==> config.mk <==
export PLATFORM = sky130hd
export DESIGN_NAME = pc_fetch_unit_flat
export DESIGN_NICKNAME = d
export VERILOG_FILES = /design/src/rtl/core_pkg.sv /design/src/rtl/pc_fetch_unit_if.sv /design/src/rtl/next_pc_sel.sv /design/src/rtl/pc_fetch_unit.sv /design/src/flat_wrapper.sv
export SDC_FILE = /design/constraint.sdc
export NUM_CORES = 1
export LEC_CHECK = 0
export BUFFER_PORTS_ARGS = -buffer_cell sky130_fd_sc_hd__buf_4
export CAP_MARGIN = 20
export CELL_PAD_IN_SITES_DETAIL_PLACEMENT = 0
export CELL_PAD_IN_SITES_GLOBAL_PLACEMENT = 1
export CORE_MARGIN = 2
export CORE_UTILIZATION = 35
export DETAILED_ROUTE_END_ITERATION = 10
export GPL_ROUTABILITY_DRIVEN = 0
export PLACE_DENSITY = 0.81
export SYNTH_ARGS = -nofsm -noshare
export SYNTH_HDL_FRONTEND = slang
export SYNTH_SLANG_ARGS = --single-unit
==> constraint.sdc <==
create_clock -name clk -period 2.8 [get_ports clk]
set_input_delay 0.28 -clock clk [delete_from_list [all_inputs] [get_ports clk]]
set_output_delay 0.28 -clock clk [all_outputs]
set_load 0.05 [all_outputs]
==> src/rtl/core_pkg.sv <==
// Shared types and constants for the RV32I core front end.
package core_pkg;

  localparam int XLEN = 32;
  localparam logic [XLEN-1:0] NOP_INSN = 32'h0000_0013;

  typedef enum logic [1:0] {BOOT, RUN, HALT, FAULT} fetch_state_t;

  // Instruction addresses must be word aligned; only the two LSBs matter.
  function automatic logic is_misaligned(input logic [1:0] addr_lsb);
    return addr_lsb != 2'b00;
  endfunction

endpackage

==> src/rtl/pc_fetch_unit_if.sv <==
// Control and status bundle between the decode/execute logic and the fetch stage.
interface pc_fetch_unit_if;
  import core_pkg::*;

  logic            stall;
  logic            branch_taken;
  logic [XLEN-1:0] branch_target;
  logic            jump;
  logic [XLEN-1:0] jump_target;
  logic            halt_req;
  logic            resume;
  logic [XLEN-1:0] resume_pc;

  logic [XLEN-1:0] pc;
  logic [XLEN-1:0] pc_plus4;
  logic            fetch_valid;
  logic            halted;
  logic            fault;
  logic [XLEN-1:0] fault_addr;
  logic            pc_out_of_range;
  logic [XLEN-1:0] retired;

  modport master (
    output stall, branch_taken, branch_target, jump, jump_target,
           halt_req, resume, resume_pc,
    input  pc, pc_plus4, fetch_valid, halted, fault, fault_addr,
           pc_out_of_range, retired
  );

  modport slave (
    input  stall, branch_taken, branch_target, jump, jump_target,
           halt_req, resume, resume_pc,
    output pc, pc_plus4, fetch_valid, halted, fault, fault_addr,
           pc_out_of_range, retired
  );

endinterface

==> src/rtl/next_pc_sel.sv <==
// Next-PC priority mux (halt > jump > branch > pc+4) with redirect alignment check.
module next_pc_sel
  import core_pkg::*;
(
  input  logic [XLEN-1:0] pc,
  input  logic            halt_req,
  input  logic            jump,
  input  logic [XLEN-1:0] jump_target,
  input  logic            branch_taken,
  input  logic [XLEN-1:0] branch_target,
  output logic [XLEN-1:0] next_pc,
  output logic            take,
  output logic            misalign
);

  always_comb begin
    next_pc  = pc + XLEN'(4);
    take     = 1'b0;
    misalign = 1'b0;
    if (halt_req) begin
      // The halting instruction retires but the PC stays on it.
      next_pc = pc;
    end else if (jump) begin
      next_pc = jump_target;
      take    = 1'b1;
    end else if (branch_taken) begin
      next_pc = branch_target;
      take    = 1'b1;
    end
    misalign = take && is_misaligned(next_pc[1:0]);
  end

endmodule

==> src/rtl/pc_fetch_unit.sv <==
// PC register, fetch-control FSM and retired-instruction counter for the single-cycle core.
module pc_fetch_unit
  import core_pkg::*;
#(
  parameter logic [XLEN-1:0] RESET_VECTOR = 32'h0000_0000,
  parameter int unsigned     MEM_SIZE     = 128
) (
  input  logic             clk,
  input  logic             rst_n,
  pc_fetch_unit_if.slave   bus
);

  fetch_state_t    state_reg, state_next;
  logic [XLEN-1:0] pc_reg, pc_next;
  logic [XLEN-1:0] retired_reg, retired_next;
  logic [XLEN-1:0] fault_addr_reg, fault_addr_next;

  logic [XLEN-1:0] sel_next_pc;
  logic            sel_take;
  logic            sel_misalign;

  next_pc_sel u_next_pc_sel (
    .pc            (pc_reg),
    .halt_req      (bus.halt_req),
    .jump          (bus.jump),
    .jump_target   (bus.jump_target),
    .branch_taken  (bus.branch_taken),
    .branch_target (bus.branch_target),
    .next_pc       (sel_next_pc),
    .take          (sel_take),
    .misalign      (sel_misalign)
  );

  always_ff @(posedge clk or negedge rst_n) begin
    if (!rst_n) begin
      state_reg      <= BOOT;
      pc_reg         <= RESET_VECTOR;
      retired_reg    <= '0;
      fault_addr_reg <= '0;
    end else begin
      state_reg      <= state_next;
      pc_reg         <= pc_next;
      retired_reg    <= retired_next;
      fault_addr_reg <= fault_addr_next;
    end
  end

  always_comb begin
    state_next      = state_reg;
    pc_next         = pc_reg;
    retired_next    = retired_reg;
    fault_addr_next = fault_addr_reg;
    case (state_reg)
      BOOT: state_next = RUN;
      RUN: begin
        if (!bus.stall) begin
          if (sel_misalign) begin
            state_next      = FAULT;
            fault_addr_next = sel_next_pc;
          end else begin
            pc_next      = sel_next_pc;
            retired_next = retired_reg + XLEN'(1);
            if (bus.halt_req) state_next = HALT;
          end
        end
      end
      HALT, FAULT: begin
        // Only resume is honoured; a bad restart address faults instead of running.
        if (bus.resume) begin
          if (is_misaligned(bus.resume_pc[1:0])) begin
            state_next      = FAULT;
            fault_addr_next = bus.resume_pc;
          end else begin
            state_next = RUN;
            pc_next    = bus.resume_pc;
          end
        end
      end
      default: state_next = BOOT;
    endcase
  end

  assign bus.pc              = pc_reg;
  assign bus.pc_plus4        = pc_reg + XLEN'(4);
  assign bus.fetch_valid     = (state_reg == RUN) && !bus.stall;
  assign bus.halted          = (state_reg == HALT);
  assign bus.fault           = (state_reg == FAULT);
  assign bus.fault_addr      = fault_addr_reg;
  assign bus.retired         = retired_reg;
  assign bus.pc_out_of_range = {2'b00, pc_reg[XLEN-1:2]} >= XLEN'(MEM_SIZE);

endmodule

==> src/flat_wrapper.sv <==
// flat-port wrapper written by rule: the top's interface ports become plain ports
module pc_fetch_unit_flat import core_pkg::*;
#(
  parameter logic [XLEN-1:0] RESET_VECTOR = 32'h0000_0000,
  parameter int unsigned     MEM_SIZE     = 128
)
  (clk, rst_n, bus_stall, bus_branch_taken, bus_branch_target, bus_jump, bus_jump_target, bus_halt_req, bus_resume, bus_resume_pc, bus_pc, bus_pc_plus4, bus_fetch_valid, bus_halted, bus_fault, bus_fault_addr, bus_pc_out_of_range, bus_retired);
  pc_fetch_unit_if bus_i ();
  input  logic clk;
  input  logic rst_n;
  input wire logic [$bits(bus_i.stall)-1:0] bus_stall;
  input wire logic [$bits(bus_i.branch_taken)-1:0] bus_branch_taken;
  input wire logic [$bits(bus_i.branch_target)-1:0] bus_branch_target;
  input wire logic [$bits(bus_i.jump)-1:0] bus_jump;
  input wire logic [$bits(bus_i.jump_target)-1:0] bus_jump_target;
  input wire logic [$bits(bus_i.halt_req)-1:0] bus_halt_req;
  input wire logic [$bits(bus_i.resume)-1:0] bus_resume;
  input wire logic [$bits(bus_i.resume_pc)-1:0] bus_resume_pc;
  output wire logic [$bits(bus_i.pc)-1:0] bus_pc;
  output wire logic [$bits(bus_i.pc_plus4)-1:0] bus_pc_plus4;
  output wire logic [$bits(bus_i.fetch_valid)-1:0] bus_fetch_valid;
  output wire logic [$bits(bus_i.halted)-1:0] bus_halted;
  output wire logic [$bits(bus_i.fault)-1:0] bus_fault;
  output wire logic [$bits(bus_i.fault_addr)-1:0] bus_fault_addr;
  output wire logic [$bits(bus_i.pc_out_of_range)-1:0] bus_pc_out_of_range;
  output wire logic [$bits(bus_i.retired)-1:0] bus_retired;
  assign bus_i.stall = bus_stall;
  assign bus_i.branch_taken = bus_branch_taken;
  assign bus_i.branch_target = bus_branch_target;
  assign bus_i.jump = bus_jump;
  assign bus_i.jump_target = bus_jump_target;
  assign bus_i.halt_req = bus_halt_req;
  assign bus_i.resume = bus_resume;
  assign bus_i.resume_pc = bus_resume_pc;
  assign bus_pc = bus_i.pc;
  assign bus_pc_plus4 = bus_i.pc_plus4;
  assign bus_fetch_valid = bus_i.fetch_valid;
  assign bus_halted = bus_i.halted;
  assign bus_fault = bus_i.fault;
  assign bus_fault_addr = bus_i.fault_addr;
  assign bus_pc_out_of_range = bus_i.pc_out_of_range;
  assign bus_retired = bus_i.retired;
  pc_fetch_unit #(.RESET_VECTOR(RESET_VECTOR), .MEM_SIZE(MEM_SIZE)) u_core (.clk(clk), .rst_n(rst_n), .bus(bus_i));
endmodule
# Yosys cells after proc, flatten, opt, wreduce, memory -nomap -nowiden
# Cells that the tools add are included.
# op_classes
addsub	2
n_mul	0
n_div	0
n_lt_le_gt_ge	1
eq_ne	10
shifts	0
mux	22
bitwise_logic	2
reduce_logical	12
# op_table
operator	count
$mux W32	11
$pmux W32 S2	2
$add A32 B1 Y32 const B	1
$add A32 B3 Y32 const B	1
$ge A30 B8 Y1 const B	1
$mux W2	5
$reduce_and A5 Y1	2
$ne A2 B2 Y1 const B	4
$pmux W2 S3	1
$reduce_and A3 Y1	2
$reduce_bool A2 Y1	3
$eq A2 B2 Y1 const B	2
$ne A2 B1 Y1 const B	2
$mux W1	3
$ne A3 B2 Y1 const B	1
$eq A2 B1 Y1 const B	1
$logic_and A1 B1 Y1	2
$logic_not A2 Y1	1
$not A1 Y1	2
$reduce_or A2 Y1	1
$logic_not A1 Y1	1
# totals
ff_bits	98
latch_bits	0
ramBits	0
romBits	0
inputBits	103
out_inout_bits	132
wordCells	53
n_memories	0

# Depth between registers and ports, before layout
# depth
ltp_word	9
depth_mapped	10
mapped_depth_nobuf	8

# Hierarchy
# From an unflattened synthesis, not the netlist that was laid out.
# hier_totals
hier_cells	747
hier_area_um2	6573.8
# modules_own_cells
module	n_inst	cells_each	area_per_inst_um2	seq_area_each_um2
pc_fetch_unit	1	488	5032.3	2452.4
next_pc_sel	1	259	1541.5	0.0

# Worst setup path after synthesis
# Ideal clock, no wire load.
# synth_path
path_kind	register to register
start	reg u_core.pc_reg[2] (netlist: u_core.bus.pc[2])
end	reg u_core.pc_reg[20] (netlist: u_core.bus.pc[20])
setup_ns	0.079
t_arrival_ns	3.139
required_time_ns	2.721
path_slack_ns	-0.419
path_stages_with_launch	8
n_path_buf	0
synth_period_minus_slack_ns	3.219
path_cell_list	dfrtp_1 -> ha_1 -> nand4_1 -> nor4_2 -> nand4_1 -> xnor2_1 -> a31oi_1 -> a21oi_1
# synth_via
elab_chain_len	7
# synth_lines
element	line	rtl
start, declared	pc_fetch_unit.sv:14	logic [XLEN-1:0] pc_reg, pc_next;
start signal, assigned	pc_fetch_unit.sv:42	pc_reg <= pc_next;
$add A32 B3 Y32	--	
via bus_pc_plus4[20]	flat_wrapper.sv:20	output wire logic [$bits(bus_i.pc_plus4)-1:0] bus_pc_plus4;
$mux W32	next_pc_sel.sv:26	end else if (branch_taken) begin
$mux W32	next_pc_sel.sv:23	end else if (jump) begin
$mux W32	next_pc_sel.sv:20	if (halt_req) begin
$mux W32	pc_fetch_unit.sv:57	if (sel_misalign) begin
$mux W32	pc_fetch_unit.sv:56	if (!bus.stall) begin
$pmux W32 S2	pc_fetch_unit.sv:53	case (state_reg)
# The timed path passes the listed nets, and every way through them passes these cells. The select of a mux whose other input is x is not followed.
# A chain may end at the register's enable or synchronous reset.

# Final worst setup path
# layout_path
start	reg u_core.pc_reg[5] (netlist: u_core.bus.pc[5])
end	out bus_pc_plus4[20]
# layout_via
elab_chain_len	1
# layout_lines
element	line	rtl
$add A32 B3 Y32	pc_fetch_unit.sv:84	assign bus.pc_plus4 = pc_reg + XLEN'(4);
end, declared	flat_wrapper.sv:20	
# No other way between the ends.

==> impl_metrics.json <==
{
  "firstDrtPassIters": 5,
  "routed_wl_um": 22600,
  "final_cell_mix": "271 x buf_4, 93 x dfrtp_1, 82 x nor2_1",
  "max_stage_delay_ns": 0.49,
  "diodes": 0,
  "drt_iter0_drc": 533,
  "ctsHoldBuffers": 0,
  "hold_viol": 14,
  "layout_worst_path_cycle_share": 0.967,
  "ys_ff_latch": 98,
  "r2r_start": "u_core.bus.pc[5]",
  "maxSlewHeadroom": 0.343,
  "drive_gt1_frac": 0.357,
  "cp.arrival_ns": 2.43,
  "fin_skew_ns": 0.00902,
  "nets": 1031,
  "drv_slew": 0,
  "dieHeight_um": 137,
  "clkSinkCount": 98,
  "cts_max_path_buffers": 2,
  "critPathLaunch": "u_core.bus.pc[5]",
  "dieArea_mm2": 0.0188,
  "p_comb_frac": 0.636,
  "mostFrequentLayoutCell": "buf_4",
  "crit_chain": "nand4_1 > buf_6 > nor4_4 > nand4_1 > xnor2_4 > buf_6",
  "cts_htree_levels": 3,
  "synth_area_leader_cell": "dfrtp_1",
  "synth_area_per_cell_um2": 8.87,
  "worstMarginPinSlew_ns": 0.982,
  "vdd.ir_drop.worst_uv": 738,
  "num_vias": 6263,
  "violations": "hold timing",
  "synth_top_area_frac": 0.396,
  "cts_root_buf": "clkbuf_16",
  "outcome": "finished with violations",
  "multi_input_area_mm2": 0.00358,
  "cts_buffers": 9,
  "routed_via_density": 5.42,
  "core-area_mm2": 0.0173,
  "path_delay_family": "simple AND/OR/NAND/NOR gates",
  "antenna_found_initial": 0,
  "port_buffers": 234,
  "fillCellCount": 1652,
  "die_w_um": 137,
  "hold_ws_ns": -0.0291,
  "drv_cap": 0,
  "swShare": 0.545,
  "p_switching_w": 0.00587,
  "ys_seq_area_frac": 0.396,
  "synth_area_leaders": "dfrtp_1 40%, xnor2_1 5.1%, nor2_1 5.0%, nand2_1 3.7%, mux2_1 3.6%",
  "leakage_nw": 4.03,
  "clkPwrFrac": 0.126,
  "first_global_vias": 5990,
  "ys_warn_count": 0,
  "area_growth_pct": 41.8,
  "clk_pin_slew_worst_paths_ns": 0.07,
  "synth_edf_count": 0,
  "period_needed_ns": 2.71,
  "routedWlPerCell_um": 19.6,
  "post-route-drc-count": 0,
  "grt_use_total": 0.242,
  "grt_pass1_wl_um": 34500,
  "cts_tree": "built",
  "synthArstFlopShare": 1.00,
  "synth_cells": 698,
  "grt.overflow.total": 0,
  "critical_path_class": "flip-flop to output port",
  "rows": 48,
  "syn_nets": 804,
  "io_pins": 235,
  "clkLatencyLatePin_ns": 0.36,
  "hold_path_class": "primary input to async pin",
  "seqCellArea_mm2": 0.00246,
  "dominantRegCellSynth": "dfrtp_1",
  "slowest_stage": "dfrtp_1",
  "required_ns": 2.52,
  "end_kind": "output port",
  "syn-cell-area_mm2": 0.00619,
  "crit_path_start_kind": "flip-flop",
  "p_int_w": 0.00490,
  "synth_cell_types": 63,
  "utilization": 0.508,
  "initial_utilization": 0.358,
  "pwr-share-seq": 0.239,
  "setup_viol": 0,
  "powerDensity_mw_per_mm2": 1230,
  "fmax_mhz": 369,
  "cp_max_fo": 8,
  "grt_max_degree": 57,
  "cp_num_buf_inv": 2,
  "dp_hpwl_um": 17100,
  "final_antenna_net_count": 0
}
metal layers:
metal / part of all wire / vias up / track usage
li1: - / 2977 / -
met1: 0.46 / 3007 / 0.340
met2: 0.46 / 250 / 0.373
met3: 0.066 / 29 / 0.0489
met4: 0.021 / 0 / 0.0796
met5: 0 / - / 0
Yosys cell counts (12+ instances only):
cell and count:
buf_2 15, nand4_1 19, inv_1 13, nor3_1 13, mux2i_1 12, a21oi_1 25, clkbuf_1 32, nand3_1 30
mux2_1 20, xor2_1 22, o21ai_1 16, dfrtp_1 98, nor2_1 82, a22oi_1 12, nand2_1 61, o21ai_0 22
xnor2_1 36
worst register-to-register path: cells and delay by family (launching register included):
| family | cells | cell delay (ns) |
|---|---|---|
| simple gates | 2 | 0.57 |
| compound gates | 2 | 0.41 |
| buf+inv | 1 | 0.23 |
| flops | 1 | 0.49 |
| mux | 2 | 0.68 |
cells by family (layout without fill, tap and decap cells):
logic type,count (synthesis),count (layout),share of synthesized area
DFF,98,98,0.396
xor gates and xnor gates,58,58,0.0820
muxes,42,42,0.0739
and+or+nand+nor,255,255,0.202
AOI/OAI and AO/OA,169,169,0.191
buffers and inverters,73,305,0.0497
adders and majority gates,3,3,0.00606
what timing repair did:
action | 4_1_cts | 5_1_grt
endpoints found under the setup margin | 5 | 6
setup buffers | 0 | 6
resized for setup | 3 | 7
hold endpoints to repair | 0 | 0
pin swaps | 2 | 5
power groups by stage:
| stage | clock network (W) | logic, W | registers (W) |
|---|---|---|---|
| 2_1_floorplan | 0 | 0.00305 | 0.00408 |
| 3_3_place_gp | 0 | 0.00675 | 0.00257 |
| 3_5_place_dp | 0 | 0.00677 | 0.00259 |
| 4_1_cts | 0.00137 | 0.00680 | 0.00256 |
| 5_1_grt | 0.00143 | 0.00721 | 0.00265 |
| 6_report | 0.00135 | 0.00684 | 0.00257 |
layout make-up:
class | instances | share of cell area
Clock buffer | 12 | 0.0269
Clock inverter | 4 | 0.00869
Inverter | 14 | 0.00598
Multi-Input combinational cell | 527 | 0.408
Sequential cell | 98 | 0.280
Tap cell | 225 | 0.0321
Timing Repair Buffer | 275 | 0.239
per-stage QoR:
step / cell area [µm²] / total power (W) / TNS [ns] / worst slack (ns) / instances
floorplan: 6290 / 0.00713 / -0.0635 / -0.0312 / 698
global placement: 8370 / 0.00932 / 0 / 0.328 / 1133
detailed placement: 8370 / 0.00936 / 0 / 0.241 / 1133
CTS: 8710 / 0.0107 / 0 / 0.0198 / 1149
global route: 8780 / 0.0113 / -0.00232 / -0.00232 / 1155
finish: 8780 / 0.0108 / 0 / 0.0931 / 1155
final timing paths:
kind	to	slack [ns]	cells after the start
setup / recovery	bus_pc_plus4[20]	0.09	6
hold / removal	u_core.bus.fault_addr[8]	-0.03	1
setup reg to reg	u_core.bus.pc[16]	0.31	7
hold reg to reg	u_core.bus.fault_addr[3]	0.48	2
max in group asynchronous	u_core.bus.pc[22]	2.12	2
min in group clk	u_core.bus.fault_addr[19]	0.20	3
Note: power is estimated with default switching activity, not from simulation.
